$ cat config.mk
export PLATFORM = sky130hd
export DESIGN_NAME = prog_loader
export DESIGN_NICKNAME = d
export VERILOG_FILES = /design/src/rtl/prog_loader_pkg.sv /design/src/rtl/prog_loader.sv
export SDC_FILE = /design/constraint.sdc
export NUM_CORES = 1
export LEC_CHECK = 0
export ABC_AREA = 1
export CAP_MARGIN = 20
export CORE_ASPECT_RATIO = 0.8
export CORE_MARGIN = 8
export CORE_UTILIZATION = 43
export CTS_BUF_LIST = sky130_fd_sc_hd__clkbuf_2 sky130_fd_sc_hd__clkbuf_4 sky130_fd_sc_hd__clkbuf_8
export CTS_CLUSTER_SIZE = 20
export DETAILED_ROUTE_END_ITERATION = 10
export HOLD_SLACK_MARGIN = 0.15
export PLACE_DENSITY = 0.73
export REMOVE_ABC_BUFFERS = 1
export SETUP_SLACK_MARGIN = 0.1
export SYNTH_ARGS = -nofsm -noshare
export SYNTH_HDL_FRONTEND = slang
export SYNTH_SLANG_ARGS = --single-unit
$ cat constraint.sdc
create_clock -name clk -period 1.35 [get_ports clk]
set_clock_uncertainty 0.05 [all_clocks]
set_input_delay 0.135 -clock clk [delete_from_list [all_inputs] [get_ports clk]]
set_output_delay 0.135 -clock clk [all_outputs]
set_load 0.05 [all_outputs]
$ cat src/rtl/prog_loader_pkg.sv
// prog_loader_pkg: shared types and constants for the program loader.
//   state_e   : loader FSM states (FILL is only reachable when the build
//               defines LOADER_ZEROFILL_EN)
//   RAM_DEPTH : number of bytes in the target RAM image
//   ZERO_BYTE : value written by the zero-fill pass
package prog_loader_pkg;

  typedef enum logic [2:0] {
    ST_IDLE   = 3'd0,
    ST_HOLD   = 3'd1,
    ST_ADDR   = 3'd2,
    ST_FETCH  = 3'd3,
    ST_WRITE  = 3'd4,
    ST_FILL   = 3'd5,
    ST_FINISH = 3'd6
  } state_e;

  localparam int         RAM_DEPTH = 16;
  localparam logic [7:0] ZERO_BYTE = 8'h00;

endpackage

$ cat src/rtl/prog_loader.sv
// prog_loader: bus-master sequencer that copies a byte stream from a
// valid/ready source into the RAM over the shared system bus. The CPU is
// frozen (cpu_hold) for the whole load; each byte costs an address phase
// (bus_out=address, mar_wr) and a data phase (bus_out=byte, ram_wr).
//
// Ports:
//   clk, rst        clock; asynchronous active-low reset
//   start           one-cycle load request, honoured only when idle
//   in_data/in_valid/in_last/in_ready
//                   byte source handshake
//   bus_out/bus_drive  value and enable for the shared bus
//   mar_wr, ram_wr  MAR load and RAM write strobes
//   cpu_hold        holds the CPU in reset and masks its control word
//   busy, done      loader active / one-cycle completion pulse
//   err             sticky: image filled all addresses without in_last
//   load_count      bytes taken from the source in the current/last load
//   dbg_state       current FSM state
//
// Handshake: a byte transfers on a rising clk edge where in_valid and
// in_ready are both high. in_ready is a pure decode of the FETCH state and
// never depends on in_valid; in_valid outside FETCH is ignored.
//
// Build option: LOADER_ZEROFILL_EN adds a FILL pass that writes ZERO_BYTE
// to every address after the one carrying in_last.
module prog_loader
  import prog_loader_pkg::*;
#(
  parameter int ADDR_W = 4,
  parameter int DATA_W = 8
) (
  input  logic              clk,
  input  logic              rst,
  input  logic              start,
  input  logic [DATA_W-1:0] in_data,
  input  logic              in_valid,
  input  logic              in_last,
  output logic              in_ready,
  output logic [DATA_W-1:0] bus_out,
  output logic              bus_drive,
  output logic              mar_wr,
  output logic              ram_wr,
  output logic              cpu_hold,
  output logic              busy,
  output logic              done,
  output logic              err,
  output logic [ADDR_W:0]   load_count,
  output state_e            dbg_state
);

  localparam logic [ADDR_W-1:0] LAST_ADDR = {ADDR_W{1'b1}};

  state_e              state_q, state_d;
  logic [ADDR_W-1:0]   addr_q, addr_d;
  logic [DATA_W-1:0]   byte_q, byte_d;
  logic                last_q, last_d;
  logic [ADDR_W:0]     count_q, count_d;
  logic                err_q, err_d;
  logic [DATA_W-1:0]   bus_out_q, bus_out_d;
  logic                bus_drive_q, bus_drive_d;
  logic                mar_wr_q, mar_wr_d;
  logic                ram_wr_q, ram_wr_d;
  logic                cpu_hold_q, cpu_hold_d;
  logic                done_q, done_d;
`ifdef LOADER_ZEROFILL_EN
  // FILL alternates an address phase (0) and a zero-write phase (1).
  logic                phase_q, phase_d;
`endif

  always_comb begin
    state_d = state_q;
    addr_d  = addr_q;
    byte_d  = byte_q;
    last_d  = last_q;
    count_d = count_q;
    err_d   = err_q;
`ifdef LOADER_ZEROFILL_EN
    phase_d = phase_q;
`endif
    case (state_q)
      ST_IDLE: begin
        if (start) begin
          state_d = ST_HOLD;
          addr_d  = '0;
          count_d = '0;
          err_d   = 1'b0;
        end
      end
      ST_HOLD:  state_d = ST_ADDR;
      ST_ADDR:  state_d = ST_FETCH;
      ST_FETCH: begin
        if (in_valid) begin
          byte_d  = in_data;
          last_d  = in_last;
          count_d = count_q + (ADDR_W+1)'(1);
          state_d = ST_WRITE;
        end
      end
      ST_WRITE: begin
        if (last_q) begin
`ifdef LOADER_ZEROFILL_EN
          if (addr_q != LAST_ADDR) begin
            addr_d  = addr_q + ADDR_W'(1);
            phase_d = 1'b0;
            state_d = ST_FILL;
          end else begin
            state_d = ST_FINISH;
          end
`else
          state_d = ST_FINISH;
`endif
        end else if (addr_q == LAST_ADDR) begin
          // Image is full but the source never flagged its last byte.
          err_d   = 1'b1;
          state_d = ST_FINISH;
        end else begin
          addr_d  = addr_q + ADDR_W'(1);
          state_d = ST_ADDR;
        end
      end
`ifdef LOADER_ZEROFILL_EN
      ST_FILL: begin
        if (!phase_q) begin
          phase_d = 1'b1;
        end else if (addr_q == LAST_ADDR) begin
          state_d = ST_FINISH;
        end else begin
          addr_d  = addr_q + ADDR_W'(1);
          phase_d = 1'b0;
        end
      end
`endif
      ST_FINISH: state_d = ST_IDLE;
      default:   state_d = ST_IDLE;
    endcase
  end

  // Outputs are computed from the next state so the registered strobes line
  // up with the state they belong to; address and data phases are mutually
  // exclusive by construction.
  always_comb begin
    mar_wr_d = (state_d == ST_ADDR);
    ram_wr_d = (state_d == ST_WRITE);
`ifdef LOADER_ZEROFILL_EN
    if (state_d == ST_FILL) begin
      mar_wr_d = !phase_d;
      ram_wr_d = phase_d;
    end
`endif
    bus_drive_d = mar_wr_d | ram_wr_d;
    if (mar_wr_d) begin
      bus_out_d = DATA_W'(addr_d);
    end else if (state_d == ST_WRITE) begin
      bus_out_d = byte_d;
    end else begin
      bus_out_d = ZERO_BYTE;
    end
    // cpu_hold is released in FINISH so the CPU restarts with done.
    cpu_hold_d = (state_d != ST_IDLE) && (state_d != ST_FINISH);
    done_d     = (state_d == ST_FINISH);
  end

  always_ff @(posedge clk or negedge rst) begin
    if (!rst) begin
      state_q     <= ST_IDLE;
      addr_q      <= '0;
      byte_q      <= '0;
      last_q      <= 1'b0;
      count_q     <= '0;
      err_q       <= 1'b0;
      bus_out_q   <= '0;
      bus_drive_q <= 1'b0;
      mar_wr_q    <= 1'b0;
      ram_wr_q    <= 1'b0;
      cpu_hold_q  <= 1'b0;
      done_q      <= 1'b0;
`ifdef LOADER_ZEROFILL_EN
      phase_q     <= 1'b0;
`endif
    end else begin
      state_q     <= state_d;
      addr_q      <= addr_d;
      byte_q      <= byte_d;
      last_q      <= last_d;
      count_q     <= count_d;
      err_q       <= err_d;
      bus_out_q   <= bus_out_d;
      bus_drive_q <= bus_drive_d;
      mar_wr_q    <= mar_wr_d;
      ram_wr_q    <= ram_wr_d;
      cpu_hold_q  <= cpu_hold_d;
      done_q      <= done_d;
`ifdef LOADER_ZEROFILL_EN
      phase_q     <= phase_d;
`endif
    end
  end

  assign in_ready   = (state_q == ST_FETCH);
  assign busy       = (state_q != ST_IDLE);
  assign bus_out    = bus_out_q;
  assign bus_drive  = bus_drive_q;
  assign mar_wr     = mar_wr_q;
  assign ram_wr     = ram_wr_q;
  assign cpu_hold   = cpu_hold_q;
  assign done       = done_q;
  assign err        = err_q;
  assign load_count = count_q;
  assign dbg_state  = state_q;

endmodule
==> results of run 1 <==
==> flip-flops by register name (all words and copies together) (netlist names) <==
name and flops:
addr_q 4, bus_drive 1, bus_out 8, cpu_hold 1
dbg_state 3, done 1, err 1, last_q 1
load_count 5, mar_wr 1, ram_wr 1
==> where the power goes <==
part           switching (mW)  internal (mW)
registers               0.296           1.07
clock network           0.232          0.136
logic                    2.06           1.89
==> kinds of logic after synthesis <==
family                   Yosys count  share of synthesized area (%)
AND/OR/NAND/NOR                   79                           30.4
buffers and inverters             20                           7.60
adder cells (fa/ha/maj)            2                           2.03
AO/OA/AOI/OAI                      7                           3.14
XOR/XNOR                           3                           2.13
flip-flops                        27                           54.7
==> critical path, cell delays in order (launching register included) <==
cell,delay (ps)
dfrtp_2,480
inv_2,80
nor2_4,40
buf_6,130
nand2_8,80
nand2_4,60
nor2_4,120
nand2_4,80
nor2_4,140
nand2_1,80
nand2_1,70
==> metal layers <==
| layer | GRT usage (%) | part of all wire (%) | vias to the layer above |
|---|---|---|---|
| met5 | 0 | 0 | - |
| met4 | 2.44 | 2.1 | 0 |
| met3 | 5.45 | 6.5 | 11 |
| met2 | 26.9 | 53 | 57 |
| met1 | 16.1 | 39 | 590 |
| li1 | - | - | 567 |
==> cells in the final DEF (no fill, tap or decap) <==
cell type        netlist  routed
dfrtp_1               27      24
a22o_1                 1       1
inv_8                  0       1
or2_2                  2       2
nand3b_1               1       1
xor2_1                 2       2
buf_12                 0      26
inv_4                  1       1
nor2_1                10      10
nand2_2                6       6
clkinv_8               0       1
a21oi_1                2       2
nand3_1                9       7
buf_6                  2      10
nand2_8                0       1
dlygate4sd3_1          0       1
ha_1                   2       1
o21ai_0                4       1
nand2_1               43      38
nand2_4                2       6
ha_2                   0       1
inv_1                 15      11
buf_4                  0      20
clkinv_4               0       1
dfrtp_2                0       3
xnor2_1                1       1
clkbuf_4               0       4
nor3_4                 0       1
nand3_2                0       2
nor2_4                 3       4
nand4_1                1       1
o21ai_2                0       1
inv_2                  1       4
clkdlybuf4s50_1        0      12
o21ai_1                0       2
==> cell usage after synthesis <==
| cell | instances |
|---|---|
| xnor2_1 | 1 |
| clkinv_2 | 1 |
| a21oi_1 | 2 |
| nor2_4 | 3 |
| or2_2 | 2 |
| nor2_1 | 10 |
| nor3_1 | 1 |
| nand3_1 | 9 |
| buf_6 | 2 |
| ha_1 | 2 |
| nand2_2 | 6 |
| inv_1 | 15 |
| a22o_1 | 1 |
| inv_4 | 1 |
| nand2_1 | 43 |
| nand2_4 | 2 |
| o21ai_0 | 4 |
| nand4_1 | 1 |
| xor2_1 | 2 |
| dfrtp_1 | 27 |
| inv_2 | 1 |
| nand3b_1 | 1 |
| nor2_2 | 1 |
==> worst max-delay path by stage <==
stage                            start             to  slack [ps]  depth (start not counted)
after global routing      dbg_state[1]     bus_out[3]        -190                         10
final                     dbg_state[1]     bus_out[1]        -130                         10
after global placement        in_valid       cpu_hold         -40                          8
after floorplan           dbg_state[1]  load_count[2]        -380                          6
after CTS                 dbg_state[1]       in_ready         -90                          5
after detailed placement      in_valid     bus_out[3]         -60                         10
==> per-stage QoR <==
stage	setup WS (ps)	cell area [sq um]	setup TNS (ps)	instances
3_5_place_dp	-64.7	1990	-394	225
3_3_place_gp	-35.6	1990	-152	225
6_report	-129	2310	-970	248
2_1_floorplan	-383	1210	-3810	136
4_1_cts	-85.5	2200	-645	243
5_1_grt	-188	2310	-1770	248
==> what timing repair did <==
action                                  in CTS  in global routing
hold endpoints to repair                    14                  0
endpoints found under the setup margin      22                 27
gates resized for setup                     27                 18
buffers inserted                            12                  7
gates cloned                                 1                  0
hold buffers                                 1                  0
pin swaps                                   10                  6
==> cell type report <==
type / instances / area, sq um / area share (%)
Clock buffer: 4 / 30.0 / 1.30
Inverter: 18 / 82.6 / 3.57
Multi-Input combinational cell: 91 / 544 / 23.5
Sequential cell: 27 / 679 / 29.4
Tap cell: 38 / 47.5 / 2.06
Timing Repair Buffer: 69 / 913 / 39.5
Timing Repair inverter: 1 / 16.3 / 0.703
==> results.md, run 1 <==
- Worst-skew pair later-pin latency: 330 ps
- Worst Hold Depth: 3
- Setup violators final: 14
- Total Wirelength: 4050 um
- Total CTS buffers: 3
- Worst R2R End: bus_out[1]
- Leak Pwr: 1.18 nW
- Max Freq: 676 MHz
- ANT nets after route: 0
- Vias in the first global route: 1252
- DRC viols: 0
- Largest net degree at the start of global routing: 28
- Hold Path Origin: in_data[4]
- Dpl hpwl: 2450 um
- Avg WL per Cell: 16.3 um
- Worst hold-check path type: in -> reg
- Startpoint types: register
- Total grt overflow: 0
- Core area: 2740 sq um
- Ports: 37
- N_diodes: 0
- Worst-path clk slew: 150 ps
- Distinct cell type count after synthesis: 23
- Leading area contributor after synthesis: dfrtp_1
- Min Hold Slack: 268 ps
- Critical path type: reg -> reg
- PortBufs: 36
- Layout cells sized above 1: 45.2%
- FF-to-FF Start: dbg_state[1]
- Ys Warns: 0
- Drt first-iter violations: 44
- Worst Path Arrival: 1690 ps
- Total power: 5.68 mW
- Worst-Margin Slew: 347 ps
- Run status: finished, violations left
- Filler cell count: 132
- P&R area growth vs syn: 87.3%
- R2R cell count: 10
- Crit. End Element: register
- #FFs+latches synth: 27
- Hold Vio Cnt, Final: 0
- Row cnt: 17
- Nets@finish: 226
- RSZ-0062 raised after global routing: true
- Slew Limit Headroom: 76.9%
- H-Tree Depth: 1
- GRT Util Overall: 14.7%
- CTS Root Buffer Type: clkbuf_4
- Avg Cell Area, Syn: 8.95 sq um
- Post-Synthesis Cells: 138
- Global-route wire length before repair: 5940 um
- CTS tree: built
- Clock Tree Buf Depth: 2
- Peak supply drop: 1.33 mV
- Pwr dens: 2450 nW/um^2
- Reg2Reg Setup Slack: -130 ps
- Full die area: 4850 sq um
- Mapped Area: 1230 sq um
- Seq/Total Area, Yosys: 54.7%
- Synth top area cells: dfrtp_1, nand2_1, inv_1
- Tmin final: 1480 ps
- Final period util: 110%
- First drt pass iteration count: 4
- Req. time, crit path: 1570 ps
- Hold Path Sink: bus_out[4]
- RD Place Congestion: 0.797
- Die Ht: 63.9 um
- Starting Density: 45.0%
- Fin. max-slew vios: 0
- Area share of the largest cell type after synthesis: 54.7%
- Initial antenna violation count: 0
- Final WS setup: -129 ps
- Failing checks: setup timing
- Die W: 75.9 um
- Max FO, Critical Path: 5
- Max Cap Violations: 0
- Via count: 1225
- Finished Core Util: 84.3%
- Clock sinks: 27
- Via-to-Cell Ratio: 4.94
Power figures use the tool's default switching activity.
==> inputs of run 2 (changes only) <==
--- a/constraint.sdc
+++ b/constraint.sdc
@@ -4,2 +4,2 @@
 set_output_delay 0.135 -clock clk [all_outputs]
-set_load 0.05 [all_outputs]
+set_load 0.02 [all_outputs]
==> run 2 against run 1 <==
The flow still finishes with violations (setup timing); worst hold slack better by 30 ps; count of clock-buffer cells in the layout stayed put; power is 29% lower; sequential share of layout area is 4.9 points higher; via count is 9.6% lower; worst setup slack worse by 17 ps; register-to-register slack worse by 20 ps; final cell count is 2.0% lower; maximum frequency is 1.1% lower; critical path type unchanged; clock power is 2% lower; critical path depth is 1 lower; combinational power is 38% lower.
==> results.md, run 2 (same netlist as run 1, synthesis figures left out) <==
- Crit. End Element: register
- Total grt overflow: 0 (unchanged)
- First drt pass iteration count: 3 (-1)
- Starting Density: 45.0% (unchanged)
- Cell Chain, Critical Path: buf_6, nor2_4, buf_6, nor2_2, nor2_4, nand2_2, nor2_4, nand2_1, nand2_1
- RD Place Congestion: 0.855 (+7.3%)
- Req. time, crit path: 1570 ps (about the same)
- Comb pwr share: 60.8% (-8.6 points)
- Slew Limit Headroom: 77.1% (+0.26 points)
- Worst-Margin Slew: 343 ps (-3.94 ps)
- Reg2Reg Setup Slack: -150 ps (-20 ps)
- Worst hold-check path type: in -> reg
- Run status: finished, violations left
- Top cell by count, worst path: nor2_4
- RSZ-0062 raised after global routing: true
- ANT nets after route: 0 (unchanged)
- Avg WL per Cell: 13.2 um (-19%)
- Commonest non-fill, non-tap cell in the layout: nand2_1
- Largest net degree at the start of global routing: 28 (unchanged)
- Row cnt: 17 (unchanged)
- Clock Tree Buf Depth: 2 (unchanged)
- Worst-path clk slew: 140 ps (about the same)
- Total CTS buffers: 3 (unchanged)
- Final period util: 111% (+1.2 points)
- Setup violators final: 13 (-1)
- Die Ht: 63.9 um (unchanged)
- Leak Pwr: 1.06 nW (-11%)
- Fin. max-slew vios: 0 (unchanged)
- Hold Path Origin: in_data[1]
- Final WS setup: -145 ps (-16.9 ps)
- R2R cell count: 9 (-1)
- Filler cell count: 210 (+59%)
- GRT Util Overall: 13.0% (-1.7 points)
- Peak supply drop: 1.16 mV (-13%)
- Dpl hpwl: 2310 um (-5.6%)
- P_sw: 1.73 mW (-33%)
- PortBufs: 36 (unchanged)
- Ports: 37 (unchanged)
- Worst-skew pair later-pin latency: 320 ps (about the same)
- Worst R2R End: bus_out[0]
- Global-route wire length before repair: 5260 um (-11%)
- Full die area: 4850 sq um (unchanged)
- P_int: 2.29 mW (-26%)
- Layout cells sized above 1: 36.1% (-9.1 points)
- Total Wirelength: 3210 um (-21%)
- Cell family with most CP delay: simple AND/OR/NAND/NOR gates
- Nets@finish: 221 (-2.2%)
- DRC viols: 0 (unchanged)
- Tmin final: 1500 ps (+16.9 ps)
- Clock share of power: 8.9% (+2.4 points)
- Worst Hold Depth: 3 (unchanged)
- Hold Vio Cnt, Final: 0 (unchanged)
- N_diodes: 0 (unchanged)
- Max Cap Violations: 0 (unchanged)
- Drt first-iter violations: 38 (-14%)
- CTS tree: built
- Dpl cell area: 1770 sq um (-11%)
- Buffers & Inverters on Critical Path: 2 (unchanged)
- Max incr delay on CP: 430 ps (-50 ps)
- Sequential power share: 30.3% (+6.2 points)
- Max FO, Critical Path: 5 (unchanged)
- Worst Path Arrival: 1710 ps (+20 ps)
- Startpoint types: register
- Die W: 75.9 um (unchanged)
- Slowest CP cell: dfrtp_1
- Core area: 2740 sq um (unchanged)
- Initial antenna violation count: 0 (unchanged)
- H-Tree Depth: 1 (unchanged)
- Clock sinks: 27 (unchanged)
- Via-to-Cell Ratio: 4.56 (-7.7%)
- Via count: 1108 (-9.6%)
- Critical path type: reg -> reg
- Max Freq: 669 MHz (-1.1%)
- Min Hold Slack: 298 ps (+29.6 ps)
- Pwr dens: 2040 nW/um^2 (-17%)
- Vias in the first global route: 1150 (-8.1%)
- Post-route design area: 1970 sq um (-15%)
- CTS Root Buffer Type: clkbuf_4
- Failing checks: setup timing
- FF-to-FF Start: dbg_state[1]
- Hold Path Sink: bus_out[1]
- Switching share of power: 43.0% (-2.5 points)
- P&R area growth vs syn: 59.5%
- Launch point of the worst path: dbg_state[1]
- Most frequent cells in the layout: nand2_1, dfrtp_1, buf_4, buf_6
- Number of flip-flops in the largest register: 8 (unchanged)
- DP Worst Slack: -110 ps (-45.3 ps)
-- run 2: cell type report --
cell class	count	area [sq um]	area share, %
Timing Repair Buffer	65	598	30.4
Multi-Input combinational cell	91	544	27.6
Inverter	18	73.8	3.75
Sequential cell	27	676	34.3
Tap cell	38	47.5	2.41
Clock buffer	4	30.0	1.52
-- run 2: tightest hold or removal path, stage by stage --
cell and delay, ps:
clkdlybuf4s50_1 400, nand2_1 60, nand2_1 50
-- run 2: worst max-delay path by stage --
stage,depth (start not counted),slack [ps],to
detailed placement,7,-110,load_count[2]
global placement,4,-80,in_ready
CTS,9,-120,bus_out[0]
floorplan,9,-50,bus_out[0]
finish,9,-150,bus_out[0]
global route,9,-210,bus_out[1]
-- run 2: routing by layer --
metal | part of all wire (%) | track usage (%) | vias to the layer above
met1 | 43 | 14.1 | 509
met4 | 2.2 | 4.15 | 0
met5 | 0 | 0 | -
met2 | 47 | 22.8 | 38
li1 | - | - | 553
met3 | 7.5 | 5.03 | 8
-- run 2: repair_timing --
| item | in CTS | in global routing |
|---|---|---|
| buffers inserted | 5 | 4 |
| resized for setup | 63 | 35 |
| endpoints found under the hold margin | 27 | 0 |
| hold buffers | 1 | 0 |
| pin swaps | 14 | 6 |
| endpoints found under the setup margin | 42 | 39 |
-- run 2: through the flow --
stage	utilization, %	power (mW)	std cells	TNS, ps
after floorplan	-	2.31	136	-278
after global placement	64.5	3.25	230	-375
after detailed placement	64.5	3.31	230	-905
after CTS	67.9	3.82	239	-733
after global routing	71.8	4.28	243	-2110
final	71.8	4.02	243	-1030
-- run 2: power by group through the flow --
stage,Sequential [mW],Clock [mW],Combinational [mW]
final,1.22,0.359,2.44
after global routing,1.25,0.399,2.63
after CTS,1.21,0.379,2.23
after detailed placement,1.24,0,2.06
after global placement,1.23,0,2.02
after floorplan,1.50,0,0.808
==> inputs of run 3 (changes only) <==
- CORE_MARGIN: 8 -> 4
==> run 3 against run 2 <==
The flow still finishes with violations (setup timing); worst setup slack better by 62 ps; count of clock-buffer cells in the layout is 1 lower; first-iteration DRC count is 26% lower; power is 5.8% lower; combinational power is 9.4% lower; global-route usage is 2.6 points higher.
==> results.md, run 3 (same netlist as run 1, synthesis figures left out) <==
- Hold Vio Cnt, Final: 0 (unchanged)
- First drt pass iteration count: 4 (+1)
- Cell family with most CP delay: simple AND/OR/NAND/NOR gates
- Setup violators final: 11 (-2)
- Critical path type: reg -> reg
- Startpoint types: register
- Post-route design area: 1870 sq um (-5.3%)
- Most frequent cells in the layout: nand2_1, dfrtp_1, buf_4, inv_1, clkdlybuf4s50_1
- Worst-Margin Slew: 330 ps (-13.0 ps)
- Worst-skew pair later-pin latency: 320 ps (about the same)
- Clock Tree Buf Depth: 2 (unchanged)
- Die W: 67.9 um (-11%)
- Req. time, crit path: 1530 ps (-40 ps)
- H-Tree Depth: 1 (unchanged)
- Full die area: 3800 sq um (-22%)
- P&R area growth vs syn: 51.1%
- Number of flip-flops in the largest register: 8 (unchanged)
- Row cnt: 17 (unchanged)
- Starting Density: 45.0% (unchanged)
- Final period util: 106% (-4.6 points)
- Worst hold-check path type: in -> reg
- DRC viols: 0 (unchanged)
- N_diodes: 0 (unchanged)
- CTS Root Buffer Type: clkbuf_4
- Max FO, Critical Path: 6 (+1)
- Tmin final: 1430 ps (-62.1 ps)
- Avg WL per Cell: 12.5 um (-5.6%)
- Vias in the first global route: 1003 (-13%)
- Max Freq: 698 MHz (+4.3%)
- DP Worst Slack: -96.3 ps (+13.6 ps)
- Layout cells sized above 1: 35.9% (-0.24 points)
- Dpl cell area: 1740 sq um (-1.7%)
- Crit. End Element: register
- Buffers & Inverters on Critical Path: 2 (unchanged)
- Global-route wire length before repair: 4510 um (-14%)
- Dpl cells: 226 (-1.7%)
- Largest net degree at the start of global routing: 28 (unchanged)
- R2R cell count: 10 (+1)
- Via-to-Cell Ratio: 4.61 (+1.1%)
- Total CTS buffers: 3 (unchanged)
- Filler cell count: 215 (+2.4%)
- Cell Chain, Critical Path: buf_6, nor2_4, nand2_2, buf_6, nand2_4, nor2_4, nand2_2, nor2_4, nand2_1, nand2_1
- Final WS setup: -83.3 ps (+62.1 ps)
- Top cell by count, worst path: nor2_4
- Commonest non-fill, non-tap cell in the layout: nand2_1
- RD Place Congestion: 0.750 (-12%)
- RSZ-0062 raised after global routing: true
- Dpl hpwl: 2080 um (-9.8%)
- Worst Hold Depth: 3 (unchanged)
- ANT nets after route: 0 (unchanged)
- Pwr dens: 2030 nW/um^2 (-0.54%)
- Max Cap Violations: 0 (unchanged)
- Reg2Reg Setup Slack: -80 ps (+60 ps)
- Failing checks: setup timing
- CP Depth: 10 (+1)
- Fin cells: 236 (-2.9%)
- Run status: finished, violations left
- GRT Util Overall: 15.6% (+2.6 points)
- Clock sinks: 27 (unchanged)
- Via count: 1088 (-1.8%)
- Nets@finish: 214 (-3.2%)
- CTS tree: built
- PortBufs: 36 (unchanged)
- Fin. max-slew vios: 0 (unchanged)
- Slew Limit Headroom: 78.0% (+0.86 points)
- Total Wirelength: 2940 um (-8.3%)
- Total grt overflow: 0 (unchanged)
- Drt first-iter violations: 28 (-26%)
- Worst Path Arrival: 1620 ps (-90 ps)
- Initial antenna violation count: 0 (unchanged)
- Worst-path clk slew: 130 ps (about the same)
- Peak supply drop: 0.991 mV (-15%)
- Leak Pwr: 1.01 nW (-4.0%)
- Slowest CP cell: dfrtp_1
- Ports: 37 (unchanged)
- Core area: 2740 sq um (unchanged)
- Die Ht: 55.9 um (-13%)
- Max incr delay on CP: 420 ps (about the same)
[run 3: power by group]
part | leakage (nW) | switching [mW] | total [mW] | internal, mW
registers | 0.354 | 0.174 | 1.24 | 1.07
clock network | 0.0177 | 0.224 | 0.335 | 0.111
logic | 0.643 | 1.28 | 2.21 | 0.931
[run 3: worst paths after layout]
check / end / from
worst max-delay path: bus_out[3] / dbg_state[1]
worst min-delay path: bus_out[5] / in_data[5]
worst max register to register: bus_out[3] / dbg_state[1]
worst min register to register: err / err
max in group asynchronous: dbg_state[0] / rst
min in group asynchronous: err / rst
[run 3: metrics by stage]
step           hold WS (ps)  power [mW]  utilization [%]  setup TNS (ps)
2_1_floorplan          -211        2.31                -            -278
3_3_place_gp            410        3.18             63.4            -444
3_5_place_dp            420        3.24             63.4            -729
4_1_cts                 266        3.60             65.7            -467
5_1_grt                 264        4.05             68.0           -1470
6_report                271        3.78             68.0            -582
[run 3: per-layer routing]
layer	vias to the layer above	GRT usage (%)	routed length, um
met5	-	0	0
li1	543	-	-
met2	31	25.7	1470
met3	4	5.86	208
met4	0	2.55	46
met1	510	19.6	1210
[run 3: final cells by class]
type                    instances  area, sq um  share of cell area (%)
flip-flops and latches         27          677                    36.3
multi-input cells              91          531                    28.4
inverters                      18         82.6                    4.43
repair buffers                 57          494                    26.5
repair inverters                1         6.26                   0.335
well taps                      38         47.5                    2.55
clock inverters                 1         5.00                   0.268
clock buffers                   3         22.5                    1.21
[run 3: what timing repair did]
item | 4_1_cts | 5_1_grt
gates cloned | 0 | 1
pin swaps | 5 | 6
resized for setup | 69 | 33
buffers inserted | 1 | 3
hold endpoints to repair | 26 | 0
hold buffers | 1 | 0
endpoints found under the setup margin | 40 | 38
[run 3: tightest hold or removal path: cells and delay by family]
family	cells	cell delay [ps]
and+or+nand+nor	1	30
buffers and inverters	2	450
